### config.mk
export PLATFORM = sky130hd
export DESIGN_NAME = uart_rx
export DESIGN_NICKNAME = d
export VERILOG_FILES = /design/src/rtl/uart_rx.sv
export SDC_FILE = /design/constraint.sdc
export NUM_CORES = 1
export LEC_CHECK = 0
export CORE_ASPECT_RATIO = 1.4
export CORE_MARGIN = 5
export CORE_UTILIZATION = 36
export DETAILED_ROUTE_END_ITERATION = 10
export HOLD_SLACK_MARGIN = 0.06
export SYNTH_ARGS = -nofsm -noshare
export SYNTH_HDL_FRONTEND = slang
export SYNTH_SLANG_ARGS = --single-unit
### constraint.sdc
create_clock -name clk -period 2.3 [get_ports clk]
set_input_delay 0.345 -clock clk [delete_from_list [all_inputs] [get_ports clk]]
set_output_delay 0.345 -clock clk [all_outputs]
set_load 0.02 [all_outputs]
### src/rtl/uart_rx.sv
// uart_rx: 8N1 serial receiver with 2-flop input synchronizer, mid-bit sampling,
// sticky byte_ready/overrun flags cleared by the consumer, and a framing-error pulse.
module uart_rx #(
  parameter int clock_frequency = 12000000,
  parameter int usart_baud_rate = 9600
) (
  input  logic       clk,
  input  logic       rst,
  input  logic       rx,
  input  logic       uart_clear,
  output logic [7:0] rx_byte,      // last received data byte
  output logic       byte_ready,
  output logic       framing_err,
  output logic       overrun,
  output logic       rx_busy
);

  localparam int DIV   = clock_frequency / usart_baud_rate;
  localparam int CNT_W = $clog2(DIV);
  localparam logic [CNT_W-1:0] CNT_HALF = CNT_W'(DIV/2 - 1);
  localparam logic [CNT_W-1:0] CNT_FULL = CNT_W'(DIV - 1);

  typedef enum logic [2:0] {
    S_IDLE, S_START, S_DATA, S_STOP, S_WAIT_IDLE
  } state_t;

  state_t           r_state, w_next;
  logic             r_sync1, r_sync2;
  logic [CNT_W-1:0] r_cnt;
  logic [2:0]       r_bit_idx;
  logic [7:0]       r_shift;
  logic [7:0]       r_byte;
  logic             r_ready, r_ferr, r_ovr;

  logic w_rxs, w_tick, w_load_half, w_start_ok, w_shift, w_done, w_ferr;

  assign w_rxs  = r_sync2;
  assign w_tick = (r_cnt == '0);

  // Two-flop synchronizer; flops reset to the idle-high line level.
  always_ff @(posedge clk) begin
    if (rst) begin
      r_sync1 <= 1'b1;
      r_sync2 <= 1'b1;
    end else begin
      r_sync1 <= rx;
      r_sync2 <= r_sync1;
    end
  end

  // FSM state register.
  always_ff @(posedge clk) begin
    if (rst) r_state <= S_IDLE;
    else     r_state <= w_next;
  end

  // Next-state and per-cycle control strobes; only sample points (w_tick) advance the frame.
  always_comb begin
    w_next      = r_state;
    w_load_half = 1'b0;
    w_start_ok  = 1'b0;
    w_shift     = 1'b0;
    w_done      = 1'b0;
    w_ferr      = 1'b0;
    case (r_state)
      S_IDLE: begin
        if (!w_rxs) begin
          w_next      = S_START;
          w_load_half = 1'b1;
        end
      end
      S_START: begin
        if (w_tick) begin
          if (!w_rxs) begin
            w_next     = S_DATA;
            w_start_ok = 1'b1;
          end else begin
            w_next = S_IDLE;   // false start, silently dropped
          end
        end
      end
      S_DATA: begin
        if (w_tick) begin
          w_shift = 1'b1;
          if (r_bit_idx == 3'd7) w_next = S_STOP;
        end
      end
      S_STOP: begin
        if (w_tick) begin
          if (w_rxs) begin
            w_done = 1'b1;
            w_next = S_IDLE;
          end else begin
            w_ferr = 1'b1;
            w_next = S_WAIT_IDLE;
          end
        end
      end
      S_WAIT_IDLE: begin
        // A held-low line (break) parks here until it returns high.
        if (w_rxs) w_next = S_IDLE;
      end
      default: w_next = S_IDLE;
    endcase
  end

  // Baud counter: half-bit load on the start edge, full-bit reload after each sample point.
  always_ff @(posedge clk) begin
    if (rst) begin
      r_cnt <= '0;
    end else if (w_load_half) begin
      r_cnt <= CNT_HALF;
    end else if (r_state == S_START || r_state == S_DATA || r_state == S_STOP) begin
      r_cnt <= w_tick ? CNT_FULL : r_cnt - 1'b1;
    end
  end

  // Bit index and LSB-first shift register.
  always_ff @(posedge clk) begin
    if (rst) begin
      r_bit_idx <= '0;
      r_shift   <= '0;
    end else begin
      if (w_start_ok) r_bit_idx <= '0;
      else if (w_shift) r_bit_idx <= r_bit_idx + 3'd1;
      if (w_shift) r_shift <= {w_rxs, r_shift[7:1]};
    end
  end

  // Consumer-facing flags; a completing byte always beats a simultaneous clear.
  always_ff @(posedge clk) begin
    if (rst) begin
      r_byte  <= '0;
      r_ready <= 1'b0;
      r_ovr   <= 1'b0;
      r_ferr  <= 1'b0;
    end else begin
      r_ferr <= w_ferr;
      if (w_done) begin
        r_byte  <= r_shift;
        r_ready <= 1'b1;
        if (uart_clear)   r_ovr <= 1'b0;
        else if (r_ready) r_ovr <= 1'b1;
      end else if (uart_clear) begin
        r_ready <= 1'b0;
        r_ovr   <= 1'b0;
      end
    end
  end

  assign rx_byte     = r_byte;
  assign byte_ready  = r_ready;
  assign framing_err = r_ferr;
  assign overrun     = r_ovr;
  assign rx_busy     = (r_state != S_IDLE);

endmodule

After elaboration in Yosys (flattened, before gate mapping). Cells that the tools add are included.

Add/sub/neg operators: 2. Equal/unequal tests: 11. Muxes and demuxes: 26. Bitwise gates (word level): 1. Reduce and logical (&&, ||, !) cells: 13.

Operators with widths (number): $mux W3 (7); $mux W10 (2); $pmux W3 S5 (1); $mux W1 (14); $ne A2 B2 Y1 const B (6); $logic_not A11 Y1 (1); $mux W11 (1); $sub A11 B1 Y11 const B (1); $eq A3 B2 Y1 const B (2); $eq A3 B3 Y1 const B (2); $reduce_and A6 Y1 (1); $reduce_bool A2 Y1 (3); $reduce_or A2 Y1 (3); $add A3 B1 Y3 const B (1); $eq A3 B1 Y1 const B (1); $logic_not A3 Y1 (1); $reduce_bool A3 Y1 (1); $logic_or A1 B1 Y1 (2); $mux W2 (1); $reduce_and A2 Y1 (1); $not A1 Y1 (1).

Bits in registers: 38. Input port bits: 4. Output and inout port bits: 12.

Logic depth before layout (Yosys ltp).
Word-level depth: 5. Mapped depth: 7. Depth with buffers taken out: 6.

Worst setup path before layout. No wires, ideal clock.

Kind: flip-flop to flip-flop. Start: reg r_cnt[0]. End: reg r_byte[0], in the netlist rx_byte[0]. Setup time: 128 ps. Arrival: 1698 ps. Path slack: 474 ps. Cell stages (with the launch flop): 8. Path buffers: 1. Cells stage by stage: dfxtp_1 -> inv_1 -> ha_1 -> or4b_4 -> nor4_2 -> buf_4 -> mux2i_1 -> nor2_1.

Longest elaborated chain between the ends: 3.

RTL lines: start: declaration (line 29) `logic [CNT_W-1:0] r_cnt;`; start signal: assignment (line 114) `r_cnt <= w_tick ? CNT_FULL : r_cnt - 1'b1;`; $logic_not A11 Y1 (line 38) `assign w_tick = (r_cnt == '0);`; $mux W1 (line 89) `if (w_tick) begin`; $mux W1 (line 65) `case (r_state)`; end signal: assignment (line 140) `r_byte <= r_shift;`; end: declaration (line 32) `logic [7:0] r_byte;`.

Every way passes these cells. A chain may end at the register's enable or synchronous reset.

Worst setup path in the final report.
Start: reg r_cnt[0]. End: reg r_state[0].

Longest elaborated chain between the ends: 3.

RTL lines: $logic_not A11 Y1 (*) (line 38); $ne A2 B2 Y1 (no source line); $reduce_and A6 Y1 (no source line) (*); end signal: assignment (line 54) `else r_state <= w_next;`; end: declaration (line 27) `state_t r_state, w_next;`.

Mark *: on every way between the ends. The rest lies on a longest branch, timed or not.

==> impl_metrics.env <==
export IMPL_status="finished, final reports clean"
export IMPL_synthArstFlopShare_pct=0
export IMPL_worst_pin_slew_ns=0.582
export IMPL_area_delta_synth_final_pct=18.5
export IMPL_worst_setup_path_start_kind="register"
export IMPL_arrival_ns=2.26
export IMPL_ys_types=43
export IMPL_io_buffers=15
export IMPL_critPathMaxFanout=5
export IMPL_post_cts_setup_buffers=0
export IMPL_start_util_pct=37.7
export IMPL_gp_congestion=0.857
export IMPL_drtPass1Iterations=4
export IMPL_cp_num_buf_inv=1
export IMPL_dp_cells=252
export IMPL_vias_per_cell=5.09
export IMPL_crit_family="simple AND/OR/NAND/NOR gates"
export IMPL_hold_ws_ns=0.413
export IMPL_holdBufCountCts=0
export IMPL_clockBufferDepth=2
export IMPL_die_area_um2=6290
export IMPL_fin_crit_sh_pct=90.3
export IMPL_ant_nets=0
export IMPL_drc=0
export IMPL_drv_cap=0
export IMPL_irDropWorstVdd_v=0.000576
export IMPL_cts_tree="yes"
export IMPL_finalWirelength_mm=3.57
export IMPL_rsz0062_at_grt="false"
export IMPL_criticalPathCategory="reg2reg"
export IMPL_worst_path_stages=6
export IMPL_die_w_um=68.5
export IMPL_fin_cells=260
export IMPL_slew_headroom_pct=60.8
export IMPL_netlist_area_um2=1720
export IMPL_p_total_mw=1.53
export IMPL_ff2ff_setup_slack_ns=0.22
export IMPL_die_y_um=91.9
export IMPL_hp_class="reg2reg"
export IMPL_track_usage_pct=12.4
export IMPL_critPathMaxStageDelay_ns=0.51
export IMPL_hold_path_end="r_sync2$_SDFF_PP1_"
export IMPL_synth_edf_count=0
export IMPL_end_kind="register"
export IMPL_whs_path_depth=1
export IMPL_antenna_cells=0
export IMPL_cts_buffers=5
export IMPL_p_per_area_nw_per_um2=750
export IMPL_r2r_start="r_cnt[0]$_SDFFE_PP0P_"
export IMPL_synthFlopType="dfxtp_1"
export IMPL_sw_frac_of_total_pct=27.3
export IMPL_nets=205
export IMPL_fmax_ghz=0.482
export IMPL_dpl_hpwl_mm=2.59
export IMPL_r2r_end="r_state[0]$_SDFFE_PP0P_"
export IMPL_synthCells=181
export IMPL_drv_slew=0
export IMPL_cp_cell_sequence="inv_1, ha_1, or4b_4, nor3_2, a311oi_1, a2111oi_2"
export IMPL_final_layout_size_suffix_gt1_share_pct=13.6
export IMPL_grt_max_degree=20
export IMPL_via_count=1324
export IMPL_yosysWarningCount=0
export IMPL_netSwitchingPower_mw=0.418
export IMPL_finClkSkew_ns=0.00530
export IMPL_syn_num_nets=189
export IMPL_wl_per_cell_um=13.7
export IMPL_fin_tns_setup_ns=0
export IMPL_cts_max_level=2
export IMPL_rows=29
export IMPL_clock_power_share_pct=36.3
export IMPL_synth_avg_cell_area_um2=9.52
export IMPL_finalSetupViolations=0
export IMPL_cts_resized_gates=0
export IMPL_root_buffer="clkbuf_8"
export IMPL_p_comb_share_pct=17.1
export IMPL_clock_latency_ns=0.29
export IMPL_slowest_stage="or4b_4"
export IMPL_share_seq_of_total_power_pct=46.6
export IMPL_grt_antenna_before_repair=0
export IMPL_core_um2=4570
export IMPL_grt_overflow=0
export IMPL_intPower_mw=1.11
export IMPL_startpoint="r_cnt[0]$_SDFFE_PP0P_"
export IMPL_reg2regPathDepth=6
export IMPL_cts_sinks=38
export IMPL_grt_pass1_wl_mm=6.10
export IMPL_p_leak_nw=0.806
export IMPL_final_hold_viol_count=0
export IMPL_critPathRequiredTime_ns=2.49
export IMPL_drt_iter0_drc=35
export IMPL_io_pins=16
export IMPL_yosysSeqAreaShare_pct=44.2
export IMPL_grt_pass1_vias=1297
export IMPL_min_delay_start="r_sync1$_SDFF_PP1_"
export IMPL_path_clk_slew_ns=0.08
export IMPL_min_period_ns=2.08
export IMPL_yosys_register_bits=38
-- cell families (layout without fill, tap and decap cells) --
logic type | count (synthesis) | after routing | share of synthesized area (%)
adders and majority gates | 4 | 4 | 2.90
muxes | 18 | 18 | 10.5
buffers and inverters | 17 | 34 | 4.72
DFF | 38 | 38 | 44.2
xor gates and xnor gates | 3 | 3 | 1.53
AOI/OAI and AO/OA | 31 | 31 | 13.9
and+or+nand+nor | 70 | 70 | 22.4
-- final cells by class --
type,count,area (um^2)
clock inverters,3,40.0
multi-input cells,126,881
clock buffers,5,68.8
flip-flops and latches,38,761
well taps,62,77.6
inverters,5,18.8
fillers,461,2530
repair buffers,21,195
-- power by group through the flow --
stage / clock network, mW / logic [mW] / registers [mW]
final: 0.555 / 0.262 / 0.714
after global placement: 0 / 0.252 / 0.727
after detailed placement: 0 / 0.257 / 0.728
after CTS: 0.572 / 0.259 / 0.713
after floorplan: 0 / 0.206 / 0.723
after global routing: 0.604 / 0.287 / 0.718
-- through the flow --
step	instance area, um^2	setup slack, ns	util [%]
after global routing	2040	0.124	44.7
after detailed placement	1930	0.238	42.3
after floorplan	1720	0.474	-
after global placement	1930	0.346	42.3
final	2040	0.224	44.7
after CTS	2040	0.221	44.7
-- how the worst max path moves through the flow --
stage          slack [ns]                       to
2_1_floorplan        0.47  rx_byte[0]$_SDFFE_PP0P_
3_3_place_gp         0.35  rx_byte[7]$_SDFFE_PP0P_
3_5_place_dp         0.24  rx_byte[2]$_SDFFE_PP0P_
4_1_cts              0.22  rx_byte[2]$_SDFFE_PP0P_
5_1_grt              0.12  rx_byte[0]$_SDFFE_PP0P_
6_report             0.22  r_state[0]$_SDFFE_PP0P_
-- cells in the mapped netlist, drive strengths merged (3+ instances only) --
cell | number | area (um^2)
nand2 | 6 | 22.5
dfxtp | 38 | 761
a311oi | 4 | 35.0
inv | 5 | 18.8
buf | 5 | 36.3
nor2 | 32 | 120
or4 | 6 | 52.6
or2 | 3 | 18.8
a21oi | 12 | 60.1
ha | 4 | 50.1
nor4 | 5 | 37.5
mux2i | 18 | 180
nor3 | 3 | 20.0
clkbuf | 7 | 26.3
or3 | 3 | 18.8
-- metal layers --
metal / wire [um] / global-route usage, %
met4: 97 / 6.63
met3: 172 / 3.55
met5: 0 / 0
met2: 1770 / 19.6
met1: 1540 / 14.6
-- cell usage in the layout (no fill, tap or decap), types with 5 or more instances in the layout --
| cell type | n |
|---|---|
| a21oi_1 | 12 |
| clkbuf_8 | 5 |
| buf_4 | 6 |
| clkdlybuf4s50_1 | 15 |
| nand2_1 | 6 |
| nor2_1 | 32 |
| inv_1 | 5 |
| mux2i_1 | 18 |
| dfxtp_1 | 38 |
-- worst reg2reg max path: cells and delay by family (launching register included) --
family | cells | cell delay, ns
flops | 1 | 0.35
compound gates | 2 | 0.51
buf+inv | 1 | 0.10
simple gates | 2 | 0.83
fa+ha+maj | 1 | 0.19
-- sequential cells by signal, indices dropped and copies added, names as in the netlist --
register     count
r_cnt           11
framing_err      1
overrun          1
r_sync1          1
r_bit_idx        3
r_state          3
r_shift          8
byte_ready       1
rx_byte          8
r_sync2          1
Power figures use the tool's default switching activity.
